### src/rtl/classify_pipe1_ctrl.sv
// Pipe-1 classification sequencer: loads K centroid registers, then streams N points from the point RAM into the input register.
// Latency: centroid/state outputs come from flops; a pass takes K+N+2 cycles from the start cycle to done, plus any stalled cycles.
// Backpressure: stall freezes new reads and input-register loads in STREAM/DRAIN; a fetched point is held pending until stall drops.
//
// Ports: clk/rst_n (sync, active-low); start/reload_centroids/num_centroids/num_points sampled in IDLE;
//   stall from pipe 2; cent_idx/centroid_en drive centroid loading; ram_rd_en/ram_addr read the point RAM;
//   input_reg_en/dist_valid qualify the datapath; busy/done/points_issued report pass status.
// Optional: define CLASSIFY_CTRL_PERF_EN to add the 16-bit saturating stall_cycles counter output.
module classify_pipe1_ctrl #(
  parameter int addrWidth      = 8,
  parameter int centroid_num   = 8,
  parameter int cent_idx_width = 3,
  parameter int cnt_width      = 9
) (
  input  logic                      clk,
  input  logic                      rst_n,
  input  logic                      start,
  input  logic                      reload_centroids,
  input  logic [cent_idx_width:0]   num_centroids,
  input  logic [cnt_width-1:0]      num_points,
  input  logic                      stall,
  output logic [cent_idx_width-1:0] cent_idx,
  output logic [centroid_num-1:0]   centroid_en,
  output logic                      ram_rd_en,
  output logic [addrWidth-1:0]      ram_addr,
  output logic                      input_reg_en,
  output logic                      dist_valid,
  output logic                      busy,
  output logic                      done,
  output logic [cnt_width-1:0]      points_issued
`ifdef CLASSIFY_CTRL_PERF_EN
  ,
  output logic [15:0]               stall_cycles
`endif
);

  typedef enum logic [2:0] {IDLE, LOAD_CENT, STREAM, DRAIN, DONE} state_t;

  localparam logic [cent_idx_width:0] K_MAX = (cent_idx_width+1)'(centroid_num);

  state_t                    state, state_d;
  logic [cent_idx_width-1:0] cent_i;
  logic [cent_idx_width:0]   k_reg;
  logic [cent_idx_width:0]   k_eff;
  logic [cent_idx_width:0]   cent_i_p1;
  logic [cnt_width-1:0]      n_reg;
  logic [cnt_width-1:0]      rd_idx;
  logic                      pending;
  logic                      start_acc;
  logic                      rd_fire;
  logic                      ire;
  logic                      last_rd;
  logic                      last_cent;

  // Out-of-range K falls back to loading every centroid register.
  assign k_eff     = (num_centroids == '0 || num_centroids > K_MAX) ? K_MAX : num_centroids;
  assign start_acc = (state == IDLE) && start;
  assign cent_i_p1 = {1'b0, cent_i} + (cent_idx_width+1)'(1);
  assign last_cent = (cent_i_p1 == k_reg);
  assign last_rd   = ((rd_idx + cnt_width'(1)) == n_reg);

  // Reads remain whenever we are in STREAM: the last read moves us to DRAIN.
  assign rd_fire = (state == STREAM) && !stall;
  // A pending point loads as soon as pipe 2 is not stalling, possibly alongside the next read.
  assign ire     = (state == STREAM || state == DRAIN) && pending && !stall;

  always_ff @(posedge clk) begin
    if (!rst_n) state <= IDLE;
    else        state <= state_d;
  end

  always_comb begin
    state_d = state;
    case (state)
      IDLE: begin
        if (start) begin
          if (reload_centroids)       state_d = LOAD_CENT;
          else if (num_points == '0)  state_d = DONE;
          else                        state_d = STREAM;
        end
      end
      LOAD_CENT: begin
        if (last_cent) state_d = (n_reg == '0) ? DONE : STREAM;
      end
      STREAM: begin
        if (rd_fire && last_rd) state_d = DRAIN;
      end
      DRAIN: begin
        if (ire) state_d = DONE;
      end
      DONE:    state_d = IDLE;
      default: state_d = IDLE;
    endcase
  end

  always_ff @(posedge clk) begin
    if (!rst_n) begin
      cent_i        <= '0;
      k_reg         <= '0;
      n_reg         <= '0;
      rd_idx        <= '0;
      pending       <= 1'b0;
      points_issued <= '0;
      dist_valid    <= 1'b0;
    end else begin
      dist_valid <= ire;
      if (start_acc) begin
        cent_i        <= '0;
        k_reg         <= k_eff;
        n_reg         <= num_points;
        rd_idx        <= '0;
        pending       <= 1'b0;
        points_issued <= '0;
      end else begin
        if (state == LOAD_CENT && !last_cent) cent_i <= cent_i + cent_idx_width'(1);
        if (rd_fire) rd_idx <= rd_idx + cnt_width'(1);
        if (rd_fire)  pending <= 1'b1;
        else if (ire) pending <= 1'b0;
        if (ire) points_issued <= points_issued + cnt_width'(1);
      end
    end
  end

`ifdef CLASSIFY_CTRL_PERF_EN
  // Counts cycles where stall blocks a read (STREAM) or a pending load (DRAIN).
  always_ff @(posedge clk) begin
    if (!rst_n) begin
      stall_cycles <= '0;
    end else if (start_acc) begin
      stall_cycles <= '0;
    end else if (stall && (state == STREAM || (state == DRAIN && pending)) &&
                 stall_cycles != 16'hFFFF) begin
      stall_cycles <= stall_cycles + 16'd1;
    end
  end
`endif

  assign cent_idx     = (state == LOAD_CENT) ? cent_i : '0;
  assign centroid_en  = (state == LOAD_CENT) ? (centroid_num'(1) << cent_i) : '0;
  assign ram_rd_en    = rd_fire;
  assign ram_addr     = (state == STREAM) ? rd_idx[addrWidth-1:0] : '0;
  assign input_reg_en = ire;
  assign busy         = (state != IDLE);
  assign done         = (state == DONE);

endmodule

### config.mk
export PLATFORM = sky130hd
export DESIGN_NAME = classify_pipe1_ctrl
export DESIGN_NICKNAME = d
export VERILOG_FILES = /design/src/rtl/classify_pipe1_ctrl.sv
export SDC_FILE = /design/constraint.sdc
export NUM_CORES = 1
export LEC_CHECK = 0
export CAP_MARGIN = 5
export CORE_MARGIN = 1.5
export CORE_UTILIZATION = 45
export CTS_CLUSTER_DIAMETER = 150
export DETAILED_ROUTE_END_ITERATION = 7
export HOLD_SLACK_MARGIN = 0.12
export PLACE_DENSITY = 0.84
export SETUP_SLACK_MARGIN = 0.4
export SYNTH_ARGS = -nofsm -noshare
export SYNTH_HDL_FRONTEND = slang
export SYNTH_SLANG_ARGS = --single-unit
### constraint.sdc
create_clock -name clk -period 1.95 [get_ports clk]
set_clock_uncertainty 0.2 [all_clocks]
set_input_delay 0.39 -clock clk [delete_from_list [all_inputs] [get_ports clk]]
set_output_delay 0.39 -clock clk [all_outputs]
set_load 0.02 [all_outputs]
==> results.md <==
- Chip Height: 73.5 um
- Crit-path max cell delay: 420 ps
- Final period util: 103%
- Hold slack: 289 ps
- DR pass1 iterations: 4
- Gpl congestion: 0.869
- Distinct cells, synth: 50
- DRC errors left: 0
- Clk_lat worst skew: 310 ps
- Crit Reg-Reg Startpoint: rd_idx[1]
- Initial Util: 47.0%
- Synth top area share: 35.0%
- Peak Freq: 500 MHz
- Syn nets: 294
- Top-Level Pins: 51
- Synth Instances: 268
- Layout Nets: 390
- Dpl cells: 407
- Die area: 0.00539 mm^2
- Num CTS Buffers: 5
- Clock slew seen by the registers of the worst setup and hold paths: 80 ps
- FF/Latch Area: 807 um^2
- Core box area: 0.00475 mm^2
- DR iter-0 viols: 265
- CTS tree: yes
- Die width: 73.5 um
- Number of synthesized flops with an enable pin: 0
- PD cells: 713 mW/mm^2
- Critical path, cell by cell: ha_2, nand2b_1, o211ai_2, or3b_4, a2111oi_4, a22o_1
- Hold Startpoint: k_reg[1]
- Sequential area share after synthesis: 35.0%
- Filler cells: 307
- Outcome: complete, but fails checks
- Worst vdd ir: 508 uV
- Setup-failing EPs final: 3
- Maxcap violations: 0
- Yosys warns: 0
- CP arrival: 2050 ps
- Via/cell ratio: 5.57
- Grt ovf: 0
- CP startpoint: rd_idx[1]
- HP Class: reg2reg
- Main flop type after synthesis: dfxtp_1
- Layout cell share with drive strength beyond 1: 47.7%
- Largest net degree at the start of global routing: 20
- Post-placement cell area: 0.00313 mm^2
- H-tree depth: 2
- Max-slew violations: 0
- Finished Layout Cells: 432
- Critical Path RT: 2000 ps
- Row cnt: 25
- Avg WL per Cell: 16.9 um
- Max FO, Critical Path: 3
- Final instance area: 0.00364 mm^2
- Root Driver: clkbuf_8
- Final Worst Setup Slack: -50.8 ps
- Post-Syn Area: 0.00223 mm^2
- Initial antenna violation count: 0
- Slew @ Worst Pin: 385 ps
- Fin util: 76.5%
- Dpl hpwl: 4090 um
- Critical path startpoint category: flop
- Leak: 1.48 nW
- Vias: 2406
- ANT cells: 0
- Vias in the first global route: 2085
- Multi-input logic area: 0.00167 mm^2
- Slowest-stage cell, CP: or3b_4
- Failing checks: setup timing
- Syn avg cell area: 8.33 um^2
- Max_slew headroom: 74.2%
- Worst slack, placed: -517 ps
- Post-synth ARST share: 0%
- Final min period: 2000 ps
- First-pass GRT wire length: 9550 um
- Port Buf Inserts: 50
- Hold_buf cts: 0
- Post-DRT Antenna Nets: 0
- Clock tree buffer depth: 2
- Final wirelength: 7310 um
- Setup crit end kind: flop
- Flop and latch count out of synthesis: 39
- GRT Util Overall: 23.2%
- CTS sink count: 39
- Hold Fails Final Rpt: 0
- RSZ-0062 raised after global routing: true
- Synth top area cells: dfxtp_1 35%, xor2_1 7.8%, nand2_1 6.1%, nor2_1 5.2%, ha_1 4.5%
- Crit Path Class: reg2reg
- Syn-to-layout area delta: 62.8%
- Largest area contributor in the netlist: dfxtp_1
## repair_timing
action,4_1_cts,5_1_grt
hold endpoints to repair,0,0
gates cloned,0,1
buffers inserted,6,10
pin swaps,19,15
endpoints found under the setup margin,71,64
resized for setup,200,72
## worst max-delay path: cells and delay by family (launching register included)
kind                       cells  cell delay [ps]
AOI/OAI and AO/OA              3              640
and+or+nand+nor                2              530
DFF                            1              350
adders and majority gates      1              220
## power breakdown
part	leakage (nW)	internal, W	switching, W
logic	1.12	0.000580	0.000514
registers	0.323	0.000852	0.0000722
clock network	0.0445	0.000250	0.000325
total	1.48	0.00168	0.000912
## metrics by stage
stage	TNS [ps]	power, W
6_report	-83.9	0.00259
4_1_cts	0	0.00229
3_3_place_gp	-3870	0.00156
5_1_grt	-399	0.00268
3_5_place_dp	-4810	0.00158
2_1_floorplan	0	0.00130
## worst paths after layout
check             end  slack (ps)  cells after the start
max reg2reg  state[0]         -50                      6
min          k_reg[1]         290                      2
max          state[0]         -50                      6
min reg2reg  k_reg[1]         290                      2
## cells by family after synthesis
kind of cell | after synthesis | share of synthesized area (%)
muxes | 3 | 1.40
adders and majority gates | 8 | 4.48
xor gates and xnor gates | 29 | 11.4
buffers and inverters | 21 | 4.65
DFF | 39 | 35.0
AOI/OAI and AO/OA | 35 | 12.2
and+or+nand+nor | 133 | 30.9
## metal layers
layer | up-vias | part of all wire [%] | GRT usage [%]
met2 | 126 | 48 | 40.1
met4 | 0 | 4.2 | 9.26
li1 | 1111 | - | -
met1 | 1132 | 40 | 26.8
met5 | - | 0 | 0
met3 | 37 | 8.1 | 6.45
## placed cells by master, fill, tap and decap left out, types with 10 or more instances in the layout
cell type,count
xor2_1,19
buf_4,43
nor2_1,26
and2_4,10
nand2_2,12
buf_6,30
a21boi_1,11
clkdlybuf4s50_1,16
dfxtp_1,28
nand2_1,21
## cell type report
class | count | share of cell area, %
clock buffers | 5 | 1.89
repair buffers | 105 | 26.7
well taps | 67 | 2.31
inverters | 5 | 0.516
flip-flops and latches | 39 | 22.2
multi-input cells | 208 | 45.9
clock inverters | 3 | 0.516
## synth_stat cells, types with 2 or more instances
library cell,n
ha_1,8
nand2b_1,4
mux2i_1,2
nor3_1,6
xor2_1,20
and3_1,14
buf_2,7
nand4_1,8
xnor2_1,9
nor2_1,31
nand2_1,36
a21boi_0,12
buf_4,2
clkbuf_1,5
o21ai_0,2
or3b_1,2
a21oi_1,5
inv_1,5
dfxtp_1,39
nand3b_1,4
and2_1,11
a31oi_1,2
nand3_1,5
nor3b_1,2
nor4_1,2
Power figures use the tool's default switching activity.
